[config.mk]
export PLATFORM = sky130hd
export DESIGN_NAME = network_rcv
export DESIGN_NICKNAME = d
export VERILOG_FILES = /design/src/rtl/network_rcv.sv
export SDC_FILE = /design/constraint.sdc
export NUM_CORES = 1
export LEC_CHECK = 0
export ABC_AREA = 1
export BUFFER_PORTS_ARGS = -buffer_cell sky130_fd_sc_hd__buf_2
export CORE_MARGIN = 8
export CORE_UTILIZATION = 47
export CTS_CLUSTER_DIAMETER = 100
export DETAILED_ROUTE_END_ITERATION = 8
export GPL_TIMING_DRIVEN = 0
export PLACE_DENSITY = 0.68
export SLEW_MARGIN = 20
export SYNTH_ARGS = -nofsm -noshare
export SYNTH_HDL_FRONTEND = slang
export SYNTH_SLANG_ARGS = --single-unit
export TNS_END_PERCENT = 20
[constraint.sdc]
create_clock -name clk -period 3.6 [get_ports clk]
set_clock_uncertainty 0.15 [all_clocks]
set_input_delay 0.72 -clock clk [delete_from_list [all_inputs] [get_ports clk]]
set_output_delay 0.72 -clock clk [all_outputs]
set_load 0.02 [all_outputs]
[src/rtl/network_rcv.sv]
// network_rcv: network-layer receiver that sits directly upstream of transportRcv.
// It accepts link frames one byte at a time in the format DEST, SRC, LEN, payload, CSUM.
// It filters on the destination address, validates the length and the XOR checksum,
// and buffers the payload. A good payload is then replayed as one contiguous
// rcvSignal/packetIn burst, followed by a guaranteed idle gap.
// Bad or foreign frames never reach the transport layer.
module network_rcv #(
  parameter logic [7:0]  MY_ADDR = 8'h01,
  parameter int unsigned MAX_LEN = 16,
  parameter int unsigned GAP     = 4,
  parameter int unsigned TIMEOUT = 64
) (
  input  logic       clk,
  input  logic       reset,
  input  logic       byteValid,
  input  logic       frameStart,
  input  logic [7:0] byteIn,
  output logic       rcvSignal,
  output logic [7:0] packetIn,
  output logic [7:0] srcAddr,
  output logic       badFrame,
  output logic [7:0] dropCount
);

  localparam int unsigned AW = (MAX_LEN > 1) ? $clog2(MAX_LEN) : 1;
  localparam int unsigned IW = $clog2(MAX_LEN + 1);
  localparam int unsigned TW = (TIMEOUT > 1) ? $clog2(TIMEOUT) : 1;
  localparam int unsigned GW = (GAP > 1) ? $clog2(GAP) : 1;

  localparam logic [IW-1:0] IDX_ONE  = IW'(1);
  localparam logic [TW-1:0] TO_LAST  = TW'(TIMEOUT - 1);
  localparam logic [TW-1:0] TO_ONE   = TW'(1);
  localparam logic [GW-1:0] GAP_LAST = GW'(GAP - 1);
  localparam logic [GW-1:0] GAP_ONE  = GW'(1);

  localparam logic [2:0] S_IDLE = 3'd0;
  localparam logic [2:0] S_SRC  = 3'd1;
  localparam logic [2:0] S_LEN  = 3'd2;
  localparam logic [2:0] S_PAY  = 3'd3;
  localparam logic [2:0] S_CSUM = 3'd4;
  localparam logic [2:0] S_PLAY = 3'd5;
  localparam logic [2:0] S_GAPW = 3'd6;
  localparam logic [2:0] S_SKIP = 3'd7;

  // Our own station address or broadcast is accepted.
  function automatic logic dest_ok(input logic [7:0] b);
    dest_ok = (b == MY_ADDR) || (b == 8'hFF);
  endfunction

  // A legal length is 1..MAX_LEN payload bytes.
  function automatic logic len_ok(input logic [7:0] b);
    len_ok = (b != 8'h00) && ({24'h000000, b} <= MAX_LEN);
  endfunction

  logic [2:0]    state_q, state_d;
  logic [7:0]    csum_q, csum_d;
  logic [7:0]    src_q, src_d;
  logic [IW-1:0] len_q, len_d;
  logic [IW-1:0] idx_q, idx_d;
  logic [TW-1:0] idle_q, idle_d;
  logic [GW-1:0] gap_q, gap_d;
  logic          rcv_q, rcv_d;
  logic [7:0]    pkt_q, pkt_d;
  logic [7:0]    srcout_q, srcout_d;
  logic          bad_q, bad_d;
  logic [7:0]    drop_q, drop_d;
  logic [7:0]    mem_q [MAX_LEN];

  logic          sof_s;
  logic          wr_en_s;
  logic [AW-1:0] wr_idx_s;
  logic [IW-1:0] idx_inc_s;

  assign sof_s     = byteValid & frameStart;
  assign idx_inc_s = idx_q + IDX_ONE;

  // Next-state logic for frame parsing, payload replay, gap timing and drop counting.
  always_comb begin
    state_d  = state_q;
    csum_d   = csum_q;
    src_d    = src_q;
    len_d    = len_q;
    idx_d    = idx_q;
    idle_d   = idle_q;
    gap_d    = gap_q;
    rcv_d    = rcv_q;
    pkt_d    = pkt_q;
    srcout_d = srcout_q;
    bad_d    = 1'b0;
    drop_d   = drop_q;
    wr_en_s  = 1'b0;
    wr_idx_s = idx_q[AW-1:0];

    case (state_q)
      S_IDLE, S_SKIP: begin
        if (sof_s) begin
          csum_d  = byteIn;
          idle_d  = '0;
          state_d = dest_ok(byteIn) ? S_SRC : S_SKIP;
        end else begin
          state_d = state_q;
        end
      end

      S_SRC, S_LEN, S_PAY, S_CSUM: begin
        if (byteValid) begin
          idle_d = '0;
          if (frameStart) begin
            // A new frame start mid-frame aborts the current frame and begins a new one.
            bad_d   = 1'b1;
            csum_d  = byteIn;
            state_d = dest_ok(byteIn) ? S_SRC : S_SKIP;
          end else begin
            csum_d = csum_q ^ byteIn;
            case (state_q)
              S_SRC: begin
                src_d   = byteIn;
                state_d = S_LEN;
              end
              S_LEN: begin
                if (len_ok(byteIn)) begin
                  len_d   = byteIn[IW-1:0];
                  idx_d   = '0;
                  state_d = S_PAY;
                end else begin
                  bad_d   = 1'b1;
                  state_d = S_SKIP;
                end
              end
              S_PAY: begin
                wr_en_s = 1'b1;
                if (idx_inc_s == len_q) begin
                  idx_d   = '0;
                  state_d = S_CSUM;
                end else begin
                  idx_d   = idx_inc_s;
                end
              end
              S_CSUM: begin
                if (byteIn == csum_q) begin
                  // The first payload byte goes out on the very next cycle.
                  rcv_d    = 1'b1;
                  pkt_d    = mem_q[0];
                  idx_d    = IDX_ONE;
                  srcout_d = src_q;
                  state_d  = S_PLAY;
                end else begin
                  bad_d   = 1'b1;
                  state_d = S_IDLE;
                end
              end
              default: begin
                state_d = S_IDLE;
              end
            endcase
          end
        end else if (idle_q == TO_LAST) begin
          bad_d   = 1'b1;
          idle_d  = '0;
          state_d = S_IDLE;
        end else begin
          idle_d = idle_q + TO_ONE;
        end
      end

      S_PLAY: begin
        if (idx_q == len_q) begin
          rcv_d   = 1'b0;
          pkt_d   = 8'h00;
          gap_d   = '0;
          state_d = S_GAPW;
        end else begin
          pkt_d   = mem_q[idx_q[AW-1:0]];
          idx_d   = idx_inc_s;
        end
      end

      S_GAPW: begin
        if (gap_q == GAP_LAST) begin
          state_d = S_IDLE;
        end else begin
          gap_d = gap_q + GAP_ONE;
        end
      end

      default: begin
        state_d = S_IDLE;
      end
    endcase

    // Frames that start while the replay path is busy are lost; count them, saturating.
    if ((state_q == S_PLAY || state_q == S_GAPW) && sof_s && (drop_q != 8'hFF)) begin
      drop_d = drop_q + 8'd1;
    end else begin
      drop_d = drop_q;
    end
  end

  // Control and output registers; reset forces every output low immediately.
  always_ff @(posedge clk or negedge reset) begin
    if (!reset) begin
      state_q  <= S_IDLE;
      csum_q   <= 8'h00;
      src_q    <= 8'h00;
      len_q    <= '0;
      idx_q    <= '0;
      idle_q   <= '0;
      gap_q    <= '0;
      rcv_q    <= 1'b0;
      pkt_q    <= 8'h00;
      srcout_q <= 8'h00;
      bad_q    <= 1'b0;
      drop_q   <= 8'h00;
    end else begin
      state_q  <= state_d;
      csum_q   <= csum_d;
      src_q    <= src_d;
      len_q    <= len_d;
      idx_q    <= idx_d;
      idle_q   <= idle_d;
      gap_q    <= gap_d;
      rcv_q    <= rcv_d;
      pkt_q    <= pkt_d;
      srcout_q <= srcout_d;
      bad_q    <= bad_d;
      drop_q   <= drop_d;
    end
  end

  // Payload buffer: written in arrival order and discarded on reset.
  always_ff @(posedge clk or negedge reset) begin
    if (!reset) begin
      for (int i = 0; i < int'(MAX_LEN); i++) begin
        mem_q[i] <= 8'h00;
      end
    end else if (wr_en_s) begin
      mem_q[wr_idx_s] <= byteIn;
    end
  end

  assign rcvSignal = rcv_q;
  assign packetIn  = pkt_q;
  assign srcAddr   = srcout_q;
  assign badFrame  = bad_q;
  assign dropCount = drop_q;

endmodule

==> metrics.cfg, run 1 <==
[die]
num_io_pins = 38
die_h_um = 158
fp.dieArea_um2 = 24900
die_w_um = 158
initial_core_util_pct = 47.4
core_area_um2 = 20000
row_count = 52

[detailed_routing]
avgViaCountPerCell = 5.34
drt_iter0_markers = 710
vias = 7983
antenna_left = 0
firstDrtPassIters = 6
wl_per_cell_um = 16.6
route.detailed.drc = 0
totalWireLength_um = 24800

[timing]
slew_viol_final = 0
relSlewSlack_pct = 51.2
worstMarginPinSlew_ns = 0.732
rsz0062_at_grt = false
setup_ws_ns = 0.500
period_needed_ns = 3.10
setup_viol_count_final = 0
hold_violations = 0
period_share_pct = 86.1
fin_hold_ws_ns = 0.124
fin_setup_tns_ns = 0
max_freq_mhz = 323

[yosys]
synthXorXnorAreaFrac_pct = 2.04
synthMuxAreaShare_pct = 0.238
ys_warn_count = 0
synth-async-reset-ratio_pct = 100
synth_top_flop_cell = dfrtp_1
ys_seq_elements = 191
synth_edf_count = 0
synth_seq_area_share_pct = 50.5
synth_top_family_by_area = simple AND/OR/NAND/NOR gates
synth_nets = 1173
synth_fa_ha_area_share_pct = 0.926
syn-instance-count = 1154
ys_types = 39
synth-simple-area-share_pct = 23.5
netlist_area_um2 = 9460
synth_area_per_cell_um2 = 8.20
synth_compound_area_share_pct = 16.8

[global_route]
grtUsageMet3_pct = 4.48
grt.met1_usage_pct = 27.5
use_met2_pct = 33.7
antenna_found_initial = 0
globalRouteOverflowTotal = 0
grt_pass1_wl_um = 40500
grt_usage_pct = 20.9
grt.busiest_layer = met2
grt_max_degree = 98
grt_pass1_vias = 7696

[placed_design]
io_buffers = 37
dp_hpwl_um = 17600
gp_congestion = 0.972
dp.cells = 1462
post-place-ws_ns = 0.578

[cells_and_area]
diodes = 0
utilization_pct = 53.2
areaGrowthSynthToFinish_pct = 12.3
final_common_cell = nand2_1
drive_gt1_share_pct = 13.4
final_nets = 1230
fin_cells = 1494
final_cell_mix = 313 x nand2_1, 191 x dfrtp_1, 142 x o21ai_0, 122 x nor2_1, 103 x o21ai_1

[critical_path]
cp_cell_sequence = clkbuf_1, inv_1, clkbuf_1, ha_1, xor2_1, nor2_1, nand2_1, nor2_1, nand2_1, nand2_1, nand2_1, inv_1, nor2_1, nor2_1
rr_worst_depth = 14
critPathLaunch = idx_q[1]$_DFFE_PN0P_
slowest_stage = clkbuf_1
r2r_start = idx_q[1]$_DFFE_PN0P_
max_stage_delay_ns = 0.44
critPathRequiredTime_ns = 3.82
start_kind = register
crit_fanout = 11
cp-end-kind = register
path_class = reg -> reg
crit_arrival_ns = 3.32
r2r_slack_ns = 0.50

[clocking]
cts_sinks = 191
insertion_delay_ns = 0.44
clockRootBuffer = clkbuf_16
cts_inserted_buffers = 17
holdBufCountCts = 0
clock_path_buffers = 2
cts_tree = built
htreeDepth = 4
postCtsSetupBuffers = 0
cts.clk_slew.worst_paths_ns = 0.08
cts_resized = 0

[power]
vdd_ir_drop_max_v = 0.000297
leakagePower_nw = 5.20
power.density_nw_per_um2 = 698

[hold_path]
min_path_type = in -> async

[job]
cap_violations = 0

[run_status]
status = finished, final reports clean

## per-stage QoR
step	power [mW]	area, µm²
finish	7.41	10600
global route	7.88	10600
CTS	7.39	10600
detailed placement	5.46	10000
global placement	5.41	9980
floorplan	4.59	9460
## per-layer routing
metal / wire (µm) / vias up
met1: 11200 / 3828
li1: - / 3898
met4: 596 / 0
met2: 11600 / 214
met3: 1430 / 43
met5: 0 / -
## worst max-delay path, delay by kind of cell (launching register included)
family	cells	cell delay [ns]
fa+ha+maj	1	0.42
flops	1	0.39
buf+inv	4	1.17
xor+xnor	1	0.16
simple gates	8	0.73
## kinds of logic (layout without fill, tap and decap cells)
kind of cell / after synthesis / after routing
DFF: 191 / 191
buffers and inverters: 121 / 191
adders and majority gates: 7 / 7
muxes: 2 / 2
and+or+nand+nor: 512 / 512
AOI/OAI and AO/OA: 299 / 299
xor gates and xnor gates: 22 / 22
## where the power goes
part | switching (mW) | internal (mW)
Clock | 0.931 | 0.995
Sequential | 0.268 | 2.48
Combinational | 1.90 | 0.832
Total | 3.10 | 4.31
## flip-flops by register name (all words and copies together) (netlist names)
signal     flops
mem_q        128
packetIn       8
idx_q          5
srcAddr        8
gap_q          2
csum_q         8
dropCount      8
src_q          8
badFrame       1
len_q          5
state_q        3
rcvSignal      1
idle_q         6
## synth_stat cells (9+ instances only)
master | count | share of area [%]
inv_1 | 45 | 1.8
nor2_1 | 122 | 4.8
inv_2 | 13 | 0.52
clkbuf_1 | 29 | 1.2
a21oi_1 | 20 | 1.1
dfrtp_1 | 191 | 51
xor2_1 | 13 | 1.2
o21ai_0 | 142 | 7.5
xnor2_1 | 9 | 0.83
o22ai_1 | 11 | 0.73
nand2_4 | 9 | 1.1
buf_2 | 19 | 1.0
nand3_1 | 29 | 1.5
o21ai_1 | 103 | 5.4
nand4_1 | 11 | 0.73
nand2_1 | 313 | 12
o21ai_2 | 16 | 1.5
buf_6 | 9 | 1.1
## worst paths after layout
path | endpoint
worst max-delay path | state_q[1]$_DFFE_PN0P_
worst min-delay path | dropCount[0]$_DFFE_PN0P_
worst max register to register | state_q[1]$_DFFE_PN0P_
worst min register to register | srcAddr[2]$_DFFE_PN0P_
max in group asynchronous | mem_q[57]$_DFFE_PN0P_
min in group clk | srcAddr[2]$_DFFE_PN0P_
## area by class of cell
class                   count  area [µm²]
repair buffers             38         223
clock inverters            15         174
well taps                 270         338
flip-flops and latches    191        4780
fillers                  1888        9350
clock buffers              17         425
plain buffers              61         328
inverters                  60         230
multi-input cells         842        4120
Note: power is estimated with default switching activity, not from simulation.
==> inputs of run 2 (changes only) <==
--- a/config.mk
+++ b/config.mk
@@ -5,7 +5,6 @@
 export SDC_FILE = /design/constraint.sdc
 export NUM_CORES = 1
 export LEC_CHECK = 0
-export ABC_AREA = 1
 export BUFFER_PORTS_ARGS = -buffer_cell sky130_fd_sc_hd__buf_2
 export CORE_MARGIN = 8
 export CORE_UTILIZATION = 47
==> metrics.cfg, run 2 <==
[yosys]
synth_area_per_cell_um2 = 13.3  ; +63%
synthTopCellsByArea = dfrtp_1 51%, mux2_2 18%, mux4_2 9.7%
synth_top_flop_cell = dfrtp_1
synth-async-reset-ratio_pct = 100  ; unchanged
synth.largest_area_cell = dfrtp_1
synth_most_common_cell = dfrtp_1
synth_edf_count = 0  ; unchanged
syn-instance-count = 697  ; -40%
ys_warn_count = 0  ; unchanged
synth_nets = 716  ; -39%
synth_commonest_cells = 191 x dfrtp_1, 151 x mux2_2, 40 x mux4_2
synth_seq_area_share_pct = 51.5  ; +0.94 points
ys_types = 55  ; +41%
synth_top_area_share_pct = 51.5  ; +0.94 points
netlist_area_um2 = 9290  ; -1.8%
ys_seq_elements = 191  ; unchanged

[hold_path]
min_path_type = in -> async

[detailed_routing]
vias = 6032  ; -24%
avgViaCountPerCell = 5.88  ; +10%
drt_iter0_markers = 491  ; -31%
totalWireLength_um = 22000  ; -11%
firstDrtPassIters = 5  ; -1
route.detailed.drc = 0  ; unchanged
antenna_left = 0  ; unchanged
wl_per_cell_um = 21.4  ; +29%

[placed_design]
dpl_cell_area_um2 = 9810  ; -2.1%
gp_congestion = 0.878  ; -9.7%
io_buffers = 31  ; -16%
dp_hpwl_um = 15800  ; -10%

[critical_path]
crit_buf_inv = 3  ; -1
cp-end-kind = register
crit_arrival_ns = 3.40  ; +0.08 ns
crit_fanout = 10  ; -1
slowest_stage = buf_1
path_class = reg -> reg
cp_cell_sequence = buf_2, buf_1, inv_1, ha_1, xor2_1, a211oi_1, o311a_1, nand2b_1, o211ai_1, mux2_2
max_stage_delay_ns = 0.56  ; +0.12 ns
critPathRequiredTime_ns = 3.77  ; -0.05 ns
path_delay_family = buffers and inverters
start_kind = register

[cells_and_area]
largest_reg_flops = 128  ; unchanged
stdcell_area_um2 = 10400  ; -1.7%
areaGrowthSynthToFinish_pct = 12.4
diodes = 0  ; unchanged
max_flop_register = mem_q
final_nets = 767  ; -38%
final_common_cell = dfrtp_1
final_cell_mix = 191 x dfrtp_1, 151 x mux2_2, 41 x buf_2, 40 x mux4_2, 35 x nand2_1
drive_gt1_share_pct = 38.0  ; +25 points
utilization_pct = 53.7  ; +0.49 points

[die]
initial_core_util_pct = 47.7  ; +0.36 points
core_area_um2 = 19500  ; -2.6%
die_h_um = 157  ; -0.82%
num_io_pins = 38  ; unchanged
fp.dieArea_um2 = 24500  ; -1.6%
die_w_um = 157  ; -0.82%
row_count = 51  ; -1.9%

[clocking]
cts_resized = 0  ; unchanged
insertion_delay_ns = 0.44  ; about the same
cts.clk_slew.worst_paths_ns = 0.07  ; about the same
postCtsSetupBuffers = 0  ; unchanged
cts_sinks = 191  ; unchanged
cts_inserted_buffers = 17  ; unchanged
cts_tree = built
clock_path_buffers = 2  ; unchanged
htreeDepth = 4  ; unchanged
clockRootBuffer = clkbuf_16
holdBufCountCts = 0  ; unchanged

[global_route]
grt_max_degree = 106  ; +8.2%
antenna_found_initial = 0  ; unchanged
grt_pass1_wl_um = 35300  ; -13%
globalRouteOverflowTotal = 0  ; unchanged
grt_usage_pct = 18.9  ; -2.0 points
grt_pass1_vias = 6293  ; -18%

[timing]
max_freq_mhz = 310  ; -3.9%
fin_setup_tns_ns = 0  ; unchanged
setup_viol_count_final = 0  ; unchanged
period_share_pct = 89.6  ; +3.5 points
worstMarginPinSlew_ns = 0.790  ; +0.0582 ns
relSlewSlack_pct = 46.8  ; -4.4 points
period_needed_ns = 3.23  ; +0.126 ns
hold_violations = 0  ; unchanged
slew_viol_final = 0  ; unchanged
rsz0062_at_grt = false

[power]
power.density_nw_per_um2 = 729  ; +4.5%
power_mw = 7.61  ; +2.7%
vdd_ir_drop_max_v = 0.000352  ; +19%
leakagePower_nw = 4.83  ; -7.1%

[run_status]
status = finished, final reports clean

[job]
cap_violations = 0  ; unchanged

## run 2: kinds of logic (layout without fill, tap and decap cells)
group / after synthesis / after routing / share of synthesized area, %
buffers and inverters: 56 / 120 / 2.69
XOR/XNOR: 23 / 23 / 2.17
adder cells (fa/ha/maj): 7 / 7 / 0.943
AO/OA/AOI/OAI: 94 / 94 / 6.72
flip-flops: 191 / 191 / 51.5
multiplexers: 200 / 200 / 29.0
AND/OR/NAND/NOR: 126 / 126 / 7.04
## run 2: power by group
part | switching, mW | internal [mW] | total [mW] | leakage, nW
clock | 0.874 | 1.15 | 2.03 | 0.303
sequential | 0.342 | 2.65 | 2.99 | 2.58
combinational | 1.43 | 1.17 | 2.60 | 1.94
total | 2.64 | 4.97 | 7.61 | 4.83
## run 2: per-stage QoR
step           setup WS [ns]  hold slack, ns  cells
2_1_floorplan           1.04           0.274    697
3_3_place_gp           -1.17           0.319    993
3_5_place_dp           0.412           0.325    994
4_1_cts                0.392           0.161   1026
5_1_grt                0.228           0.184   1026
6_report               0.374           0.129   1026
## run 2: worst paths after layout
check / cells after the start / startpoint / slack [ns] / to
max: 10 / idx_q[1]$_DFFE_PN0P_ / 0.37 / state_q[1]$_DFFE_PN0P_
min: 1 / reset / 0.13 / dropCount[3]$_DFFE_PN0P_
max reg2reg: 10 / idx_q[1]$_DFFE_PN0P_ / 0.37 / state_q[1]$_DFFE_PN0P_
min reg2reg: 2 / packetIn[4]$_DFFE_PN0P_ / 0.33 / packetIn[4]$_DFFE_PN0P_
max in group asynchronous: 2 / reset / 2.21 / mem_q[57]$_DFFE_PN0P_
min in group clk: 2 / packetIn[4]$_DFFE_PN0P_ / 0.33 / packetIn[4]$_DFFE_PN0P_
## run 2: metal layers
metal  up-vias  part of all wire (%)  GRT usage (%)
met5         -                     0              0
met4         0                   2.0           6.59
met3        27                   5.4           4.52
met2       180                    52           31.5
met1      3147                    41           23.7
li1       2678                     -              -
## run 2: cell type report
class	instances	area, µm²
Buffer	45	209
Timing Repair Buffer	32	193
Multi-Input combinational cell	450	4260
Tap cell	265	332
Fill cell	1621	9020
Clock inverter	12	174
Clock buffer	20	457
Inverter	11	41.3
Sequential cell	191	4780
